**config.mk**
```make
export PLATFORM = sky130hd
export DESIGN_NAME = cpu_clk_ctrl
export DESIGN_NICKNAME = d
export VERILOG_FILES = /design/src/rtl/cpu_clk_pkg.sv /design/src/rtl/btn_debounce.sv /design/src/rtl/cpu_clk_ctrl.sv
export SDC_FILE = /design/constraint.sdc
export NUM_CORES = 1
export LEC_CHECK = 0
export ABC_CLOCK_PERIOD_IN_PS = 8300
export BUFFER_PORTS_ARGS = -buffer_cell sky130_fd_sc_hd__buf_2
export CAP_MARGIN = 15
export CORE_ASPECT_RATIO = 0.6
export CORE_UTILIZATION = 61
export DETAILED_ROUTE_END_ITERATION = 10
export PLACE_DENSITY = 0.79
export SYNTH_ARGS = -nofsm -noshare
export SYNTH_HDL_FRONTEND = slang
export SYNTH_SLANG_ARGS = --single-unit
```
**constraint.sdc**
```tcl
create_clock -name clk -period 8.3 [get_ports clk]
set_clock_uncertainty 0.15 [all_clocks]
set_input_delay 1.245 -clock clk [delete_from_list [all_inputs] [get_ports clk]]
set_output_delay 1.245 -clock clk [all_outputs]
set_load 0.03 [all_outputs]
```
**src/rtl/cpu_clk_pkg.sv**
```systemverilog
// Shared definitions for the CPU clock-enable controller: FSM state codes
// and the default divider width.
package cpu_clk_pkg;

    typedef enum logic [1:0] {
        S_HALT = 2'b00,
        S_STEP = 2'b01,
        S_RUN  = 2'b10,
        S_STOP = 2'b11
    } state_t;

    localparam int DIV_W_DEF  = 32;
    localparam int CE_COUNT_W = 32;

endpackage

```
**src/rtl/btn_debounce.sv**
```systemverilog
// Push-button conditioner: two-flop synchronizer followed by a stability
// counter; emits the debounced level and a one-cycle pulse on its rising edge.
module btn_debounce #(
    parameter int DEB_CYC = 1000000
) (
    input  logic clk,
    input  logic rst,
    input  logic raw,
    output logic level,
    output logic rise
);

    localparam int SYNC_STAGES = 2;
    localparam int CW          = (DEB_CYC > 1) ? $clog2(DEB_CYC) : 1;
    localparam logic [CW-1:0] CNT_LAST = CW'(DEB_CYC - 1);

    logic [SYNC_STAGES-1:0] sync_reg;
    logic [CW-1:0]          cnt_reg, cnt_next;
    logic                   level_reg, level_next;
    logic                   rise_reg, rise_next;
    logic                   sync_bit;

    assign sync_bit = sync_reg[SYNC_STAGES-1];

    // The level only moves after DEB_CYC consecutive samples disagree with it.
    always_comb begin
        cnt_next   = '0;
        level_next = level_reg;
        rise_next  = 1'b0;
        if (sync_bit != level_reg) begin
            if (cnt_reg == CNT_LAST) begin
                level_next = sync_bit;
                rise_next  = sync_bit;
            end else begin
                cnt_next = cnt_reg + CW'(1);
            end
        end
    end

    always_ff @(posedge clk or posedge rst) begin
        if (rst) begin
            sync_reg  <= '0;
            cnt_reg   <= '0;
            level_reg <= 1'b0;
            rise_reg  <= 1'b0;
        end else begin
            sync_reg  <= {sync_reg[SYNC_STAGES-2:0], raw};
            cnt_reg   <= cnt_next;
            level_reg <= level_next;
            rise_reg  <= rise_next;
        end
    end

    assign level = level_reg;
    assign rise  = rise_reg;

endmodule

```
**src/rtl/cpu_clk_ctrl.sv**
```systemverilog
// CPU clock-enable generator: free-run at a programmable divide ratio,
// single-step from a debounced button, or stop on a CPU halt request.
module cpu_clk_ctrl
    import cpu_clk_pkg::*;
#(
    parameter int DIV_W       = DIV_W_DEF,
    parameter int DEFAULT_DIV = 100000,
    parameter int DEB_CYC     = 1000000
) (
    input  logic                  clk,
    input  logic                  rst,
    input  logic                  mode_run,
    input  logic                  step_btn,
    input  logic                  halt_req,
    input  logic                  div_load,
    input  logic [DIV_W-1:0]      div_value,
    output logic                  cpu_ce,
    output logic [1:0]            state,
    output logic [CE_COUNT_W-1:0] ce_count
);

    state_t                 state_reg, state_next;
    logic [DIV_W-1:0]       cnt_reg, cnt_next;
    logic [DIV_W-1:0]       div_reg, div_next;
    logic [DIV_W-1:0]       div_cur, div_last;
    logic                   ce_reg, ce_next;
    logic [CE_COUNT_W-1:0]  ce_count_reg, ce_count_next;
    logic                   step_level, step_rise, step_go;
    logic                   period_done;

    btn_debounce #(
        .DEB_CYC(DEB_CYC)
    ) u_step_deb (
        .clk   (clk),
        .rst   (rst),
        .raw   (step_btn),
        .level (step_level),
        .rise  (step_rise)
    );

    assign step_go = step_rise & step_level;

    // A ratio loaded this cycle already governs this cycle's compare, so a
    // shrinking ratio ends the period immediately instead of overrunning.
    assign div_cur     = div_load ? div_value : div_reg;
    assign div_last    = (div_cur == '0) ? '0 : div_cur - DIV_W'(1);
    assign period_done = (cnt_reg >= div_last);
    assign div_next    = div_cur;

    always_comb begin
        state_next = state_reg;
        cnt_next   = '0;
        ce_next    = 1'b0;
        case (state_reg)
            S_HALT: begin
                if (mode_run && !halt_req) begin
                    state_next = S_RUN;
                end else if (step_go) begin
                    state_next = S_STEP;
                    ce_next    = 1'b1;
                end
            end
            S_STEP: begin
                state_next = S_HALT;
            end
            S_RUN: begin
                if (period_done) begin
                    ce_next = 1'b1;
                end else begin
                    cnt_next = cnt_reg + DIV_W'(1);
                end
                // A pulse already due is still issued when leaving RUN.
                if (halt_req) begin
                    state_next = S_STOP;
                end else if (!mode_run) begin
                    state_next = S_HALT;
                end
            end
            S_STOP: begin
                if (!mode_run) begin
                    state_next = S_HALT;
                end
            end
            default: begin
                state_next = S_HALT;
            end
        endcase
    end

    assign ce_count_next = ce_count_reg + {{(CE_COUNT_W-1){1'b0}}, ce_next};

    always_ff @(posedge clk or posedge rst) begin
        if (rst) begin
            state_reg    <= S_HALT;
            cnt_reg      <= '0;
            div_reg      <= DIV_W'(DEFAULT_DIV);
            ce_reg       <= 1'b0;
            ce_count_reg <= '0;
        end else begin
            state_reg    <= state_next;
            cnt_reg      <= cnt_next;
            div_reg      <= div_next;
            ce_reg       <= ce_next;
            ce_count_reg <= ce_count_next;
        end
    end

    assign cpu_ce   = ce_reg;
    assign state    = state_reg;
    assign ce_count = ce_count_reg;

endmodule

```
======== After elaboration in Yosys (flattened, before gate mapping) ========
Cells that the tools add are included.
word-level totals
  register bits after elaboration ......... 123
  word-level logic and storage cells ...... 43
  output and inout bits ................... 35
  bits of input ports ..................... 38
operators by class
  bitwise gates (word level) .............. 1
  reduce and logical (&&, ||, !) cells .... 5
  $lt $le $gt $ge ......................... 1
  equality and inequality tests ........... 6
  mux-type cells .......................... 17
  $add $sub $neg .......................... 4
operators with widths
  cell                                                                   count
  32-bit two-way mux                                                     4
  20-bit two-way mux                                                     2
  32-bit by 1-bit adder with 32-bit output                               1
  32-bit by 1-bit adder with 32-bit output, second input constant        1
  32-bit >= comparator                                                   1
  32-bit zero test                                                       1
  32-bit by 1-bit subtractor with 32-bit output, second input constant   1
  20-bit by 1-bit adder with 20-bit output, second input constant        1
  20-bit equality test, second input constant                            1
  2-bit two-way mux                                                      4
  2-bit one-hot mux with 4 select lines                                  1
  1-bit two-way mux                                                      5
  2-bit equality test, second input constant                             2
  3-bit inequality test, second input constant                           1
  2-bit by 1-bit equality test with 1-bit output, second input constant  1
  2-bit zero test                                                        1
  1-bit one-hot mux with 2 select lines                                  1
  2-bit AND reduction                                                    1
  1-bit AND                                                              1
  1-bit logical AND                                                      1
  1-bit zero test                                                        1
  1-bit inequality test                                                  1

======== Longest topological paths before layout ========
  word-level depth ........................ 7
  mapped depth ............................ 28
  mapped depth without buffers ............ 22

======== Hierarchy ========
From an unflattened synthesis, not the netlist that was laid out.
unflattened totals
  cells, all modules ...................... 731
  area, all modules ....................... 7153.1 µm²
modules (own cells, without submodules)
  module        sequential area each (µm²)  cells each  times used  area each (µm²)
  cpu_clk_ctrl  2484.9                      623         1           5964.5
  btn_debounce  600.6                       108         1           1188.6

======== Worst setup path after synthesis ========
No wires, ideal clock.
  path kind ............................... input-to-reg
  from .................................... input div_load
  to ...................................... register ce_count_reg[28], in the netlist ce_count[28]
  library setup time ...................... 0.134 ns
  cell stages on the path ................. 27
  data arrival time ....................... 6.470 ns
  required time ........................... 8.016 ns
  path buffers ............................ 6
  path slack .............................. 1.546 ns
  cell sequence ........................... buf_6 > buf_6 > buf_4 > buf_2 > buf_2 > mux2_2 > inv_1 > ha_1 > nand2_1 > nor3_2 > buf_2 > nand2_1 > xnor2_1 > nand2_1 > ha_1 > nand4_1 > or4_1 > o211ai_1 > a21oi_1 > o21ai_0 > ha_1 > ha_1 > nand3_1 > nor3_1 > and3_1 > nand2_1 > xnor2_1
between the ends
  cells in the longest elaborated chain, start to end .. 7
  elaborated cells between the ends (all ways) .. 8
  classes of those cells .................. add/sub: 2; order compare: 1; mux: 4; reduce/logical: 1
ends and longest elaborated chain
  what                                                                               RTL line             text
  from (decl)                                                                        cpu_clk_ctrl.sv:15   input logic div_load,
  32-bit two-way mux (*)                                                             cpu_clk_ctrl.sv:45   assign div_cur = div_load ? div_value : div_reg;
  net div_cur[0]                                                                     cpu_clk_ctrl.sv:25   logic [DIV_W-1:0] div_cur, div_last;
  32-bit by 1-bit subtractor with 32-bit output or 32-bit zero test (tied branches)  cpu_clk_ctrl.sv:46   assign div_last = (div_cur == '0) ? '0 : div_cur - DIV_W'(1);
  32-bit two-way mux (*)                                                             cpu_clk_ctrl.sv:46
  32-bit >= comparator (*)                                                           cpu_clk_ctrl.sv:47   assign period_done = (cnt_reg >= div_last);
  1-bit two-way mux (*)                                                              cpu_clk_ctrl.sv:67   if (period_done) begin
  1-bit one-hot mux with 2 select lines (*)                                          cpu_clk_ctrl.sv:54   case (state_reg)
  net ce_next                                                                        cpu_clk_ctrl.sv:26   logic ce_reg, ce_next;
  32-bit by 1-bit adder with 32-bit output (*)                                       cpu_clk_ctrl.sv:90   assign ce_count_next = ce_count_reg + {{(CE_COUNT_W-1){1'b0}}, ce_next};
  net ce_count_next[28]                                                              cpu_clk_ctrl.sv:27   logic [CE_COUNT_W-1:0] ce_count_reg, ce_count_next;
  to (signal assigned)                                                               cpu_clk_ctrl.sv:104  ce_count_reg <= ce_count_next;
  to (decl)                                                                          cpu_clk_ctrl.sv:27
Mark *: on every way through the listed nets, which the timed path passes. The rest lies on a longest branch.
A chain may end at the register's enable or synchronous reset.

======== Final worst setup path ========
  from .................................... input div_load
  to ...................................... register ce_count_reg[28], in the netlist ce_count[28]
between the ends
  cells in the longest elaborated chain, start to end .. 7
  elaborated cells between the ends (all ways) .. 8
  classes of those cells .................. add/sub: 2; order compare: 1; mux: 4; reduce/logical: 1
ends and longest elaborated chain
  what                                                                               RTL line
  32-bit two-way mux (*)                                                             cpu_clk_ctrl.sv:45
  32-bit by 1-bit subtractor with 32-bit output or 32-bit zero test (tied branches)  cpu_clk_ctrl.sv:46
  32-bit two-way mux (*)                                                             cpu_clk_ctrl.sv:46
  32-bit >= comparator (*)                                                           cpu_clk_ctrl.sv:47
  1-bit two-way mux (*)                                                              cpu_clk_ctrl.sv:67
  1-bit one-hot mux with 2 select lines (*)                                          cpu_clk_ctrl.sv:54
  net ce_next                                                                        cpu_clk_ctrl.sv:26
  32-bit by 1-bit adder with 32-bit output (*)                                       cpu_clk_ctrl.sv:90
  net ce_count_next[28]                                                              cpu_clk_ctrl.sv:27
Marks and branches as above.

==> impl_metrics.json <==
{
  "crit_family": "simple AND/OR/NAND/NOR gates",
  "hold_path_end": "u_step_deb.sync_reg[1]",
  "syn-num-nets": 790,
  "synth_common_cells": "117 x dfrtp_1, 78 x nor2_1, 65 x nand2_1, 59 x xnor2_1, 44 x nand3_1",
  "htreeDepth": 4,
  "yosysMostFrequentCell": "dfrtp_1",
  "tns_ps": 0,
  "synth.area.top_cells": "dfrtp_1 41%, xnor2_1 7.3%, ha_1 6.7%",
  "num_antenna_cells": 0,
  "dpl_worst_slack_ps": 978,
  "dp_cells": 933,
  "fin_nets": 868,
  "synth-seq-cells": 123,
  "synthCells": 714,
  "ff_latch_area_sq_um": 3090,
  "power_leakage_nw": 3.79,
  "cp.arrival_ps": 7240,
  "hpwl_mm": 11.1,
  "routedWlPerCell_um": 16.5,
  "viasPerCell": 5.86,
  "clockRootBuffer": "clkbuf_16",
  "syn_avg_cell_area_sq_um": 9.93,
  "io_pins": 73,
  "yosysTopAreaCellShare_pct": 41.3,
  "cts_tree": "done",
  "portBuffers": 72,
  "gp_congestion": 0.873,
  "start_util_pct": 62.7,
  "maxSlewViolCount": 0,
  "clock-sinks": 123,
  "ys_seq_area_share_pct": 43.5,
  "whs_path_depth": 0,
  "hold_viol": 0,
  "critical_path_required_ps": 8450,
  "stdcell_count": 964,
  "clk_pin_slew_ps": 60,
  "worstMarginPinSlew_ps": 1080,
  "drc_errors": 0,
  "worstHoldPathType": "reg -> reg",
  "synthFlopType": "dfrtp_1",
  "async_flop_share_pct": 100,
  "totalPowerFinal_mw": 1.53,
  "clock_latency_ps": 420,
  "crit_chain": "buf_2, buf_4, mux2i_1, o21ai_1, nor3_1, nand4_1, xor2_1, o21bai_1, ha_1, and4_1, nand4_1, nor4_1, a21oi_1, o21ai_0, ha_1, ha_1, nand3_1, nor3_1, and3_1, nand2_1, xnor2_1",
  "crit_top_cell": "ha_1",
  "min_from": "u_step_deb.sync_reg[0]",
  "status": "finished, final reports clean",
  "post-route-period-util_pct": 85.4,
  "utilization_pct": 72.1,
  "dieArea_sq_um": 12100,
  "criticalPathCategory": "in -> reg",
  "routed_wl_mm": 15.9,
  "multiInputGateArea_sq_um": 3820,
  "yosys_warnings": 0,
  "overflow": 0,
  "postRouteAntennaNets": 0,
  "cts_resized": 0,
  "final_area_sq_um": 8150,
  "fmax_mhz": 141,
  "crit_slowest_cell": "nor3_1",
  "max_stage_delay_ps": 800,
  "cts_hold_buf": 0,
  "grt_use_total_pct": 28.2,
  "timing.slew.headroom_pct": 28.0,
  "dpl_cell_area_sq_um": 7570,
  "yosysTopAreaCell": "dfrtp_1",
  "reg2reg_from": "div_reg[4]",
  "regToRegEndpoint": "ce_count[28]",
  "grt_max_degree": 82,
  "cts_buffers": 17,
  "hold_ws_ps": 205,
  "syn_to_final_growth_pct": 14.9,
  "p_per_area_nw_per_um2": 188,
  "setup_viol": 0,
  "antenna_found_initial": 0,
  "setup_ws_ps": 1210,
  "drt-initial-drc-count": 312,
  "critPathLaunchType": "input pin",
  "rr_worst_depth": 19,
  "finalCriticalPeriod_ps": 7090,
  "rsz0062_at_grt": "no",
  "layout-drive-gt1-share_pct": 19.3,
  "synth_cell_types": 59,
  "grt_pass1_vias": 5619,
  "grt_first_pass_wirelength_mm": 26.7,
  "max_cap_viol_count": 0,
  "clk_path_buf_depth": 2,
  "synth-edff-count": 0,
  "die_w_um": 141,
  "worstPathMaxFanout": 39,
  "fillers": 783,
  "die_y_um": 85.5,
  "ir_drop_v": 0.000166,
  "core_area_sq_um": 11300,
  "netlist_area_sq_um": 7090,
  "rows": 30,
  "path_buf_inv": 2,
  "first_pass_iters": 4,
  "end_kind": "register",
  "dr_total_vias": 5646,
  "rrSetupSlack_ps": 2350,
  "cts_setup_buffers": 0
}
layer usage:
| metal | track usage (%) | share of wire (%) |
|---|---|---|
| met4 | 10.9 | 1.8 |
| met3 | 5.36 | 4.5 |
| met1 | 37.6 | 46 |
| met5 | 0 | 0 |
| met2 | 46.4 | 47 |
area by class of cell:
cell class,instances,area share (%)
clock buffers,17,5.22
clock inverters,14,1.81
inverters,21,0.998
multi-input cells,554,46.9
flip-flops and latches,123,37.9
well taps,160,2.46
repair buffers,75,4.70
report_power, final:
group,switching [mW],internal [mW]
registers,0.0195,0.625
clock network,0.280,0.440
logic,0.103,0.0661
worst max path at each step:
stage                        end  cells past startpoint     start
floorplan           ce_count[28]                     27  div_load
global placement    ce_count[28]                     21  div_load
detailed placement  ce_count[28]                     21  div_load
CTS                 ce_count[28]                     21  div_load
global route        ce_count[28]                     21  div_load
finish              ce_count[28]                     21  div_load
placed cells by master (no fill, tap or decap), types with 5 or more instances in the layout:
cell type | Yosys | layout
dfrtp_1 | 117 | 117
clkbuf_16 | 0 | 17
nand3_1 | 44 | 44
xor2_1 | 41 | 41
clkinvlp_4 | 0 | 5
buf_2 | 6 | 72
dfstp_2 | 6 | 6
nor4_1 | 7 | 7
nand4_1 | 28 | 28
inv_1 | 21 | 20
xnor2_1 | 59 | 59
ha_1 | 38 | 38
and3_1 | 13 | 13
nor2_1 | 78 | 78
nand2b_1 | 7 | 7
mux2_2 | 23 | 23
o21ai_0 | 14 | 14
and4_1 | 10 | 10
a21oi_1 | 15 | 15
nor3_1 | 30 | 30
and2_1 | 5 | 5
mux2i_1 | 12 | 12
a21o_1 | 5 | 5
nor3b_1 | 10 | 10
nand2_1 | 65 | 65
worst register-to-register path, stage by stage (launching register included):
cell,delay (ps)
dfrtp_1,390
nor4_1,410
o21ai_1,200
nor3_1,520
nand3_2,170
or2_4,390
nand2_1,130
ha_1,150
nand4_1,150
or4_1,540
o211ai_1,290
a21oi_1,130
o21ai_0,240
ha_1,250
ha_1,200
nand3_1,200
nor3_1,800
and3_1,300
nand2_1,90
xnor2_1,130
logic make-up after synthesis:
family          synth area share [%]
buf+inv                         2.54
xor+xnor                        12.4
compound gates                  5.81
fa+ha+maj                       6.71
flops                           43.5
simple gates                    23.7
mux                             5.35
(Power assumes the default switching activity.)
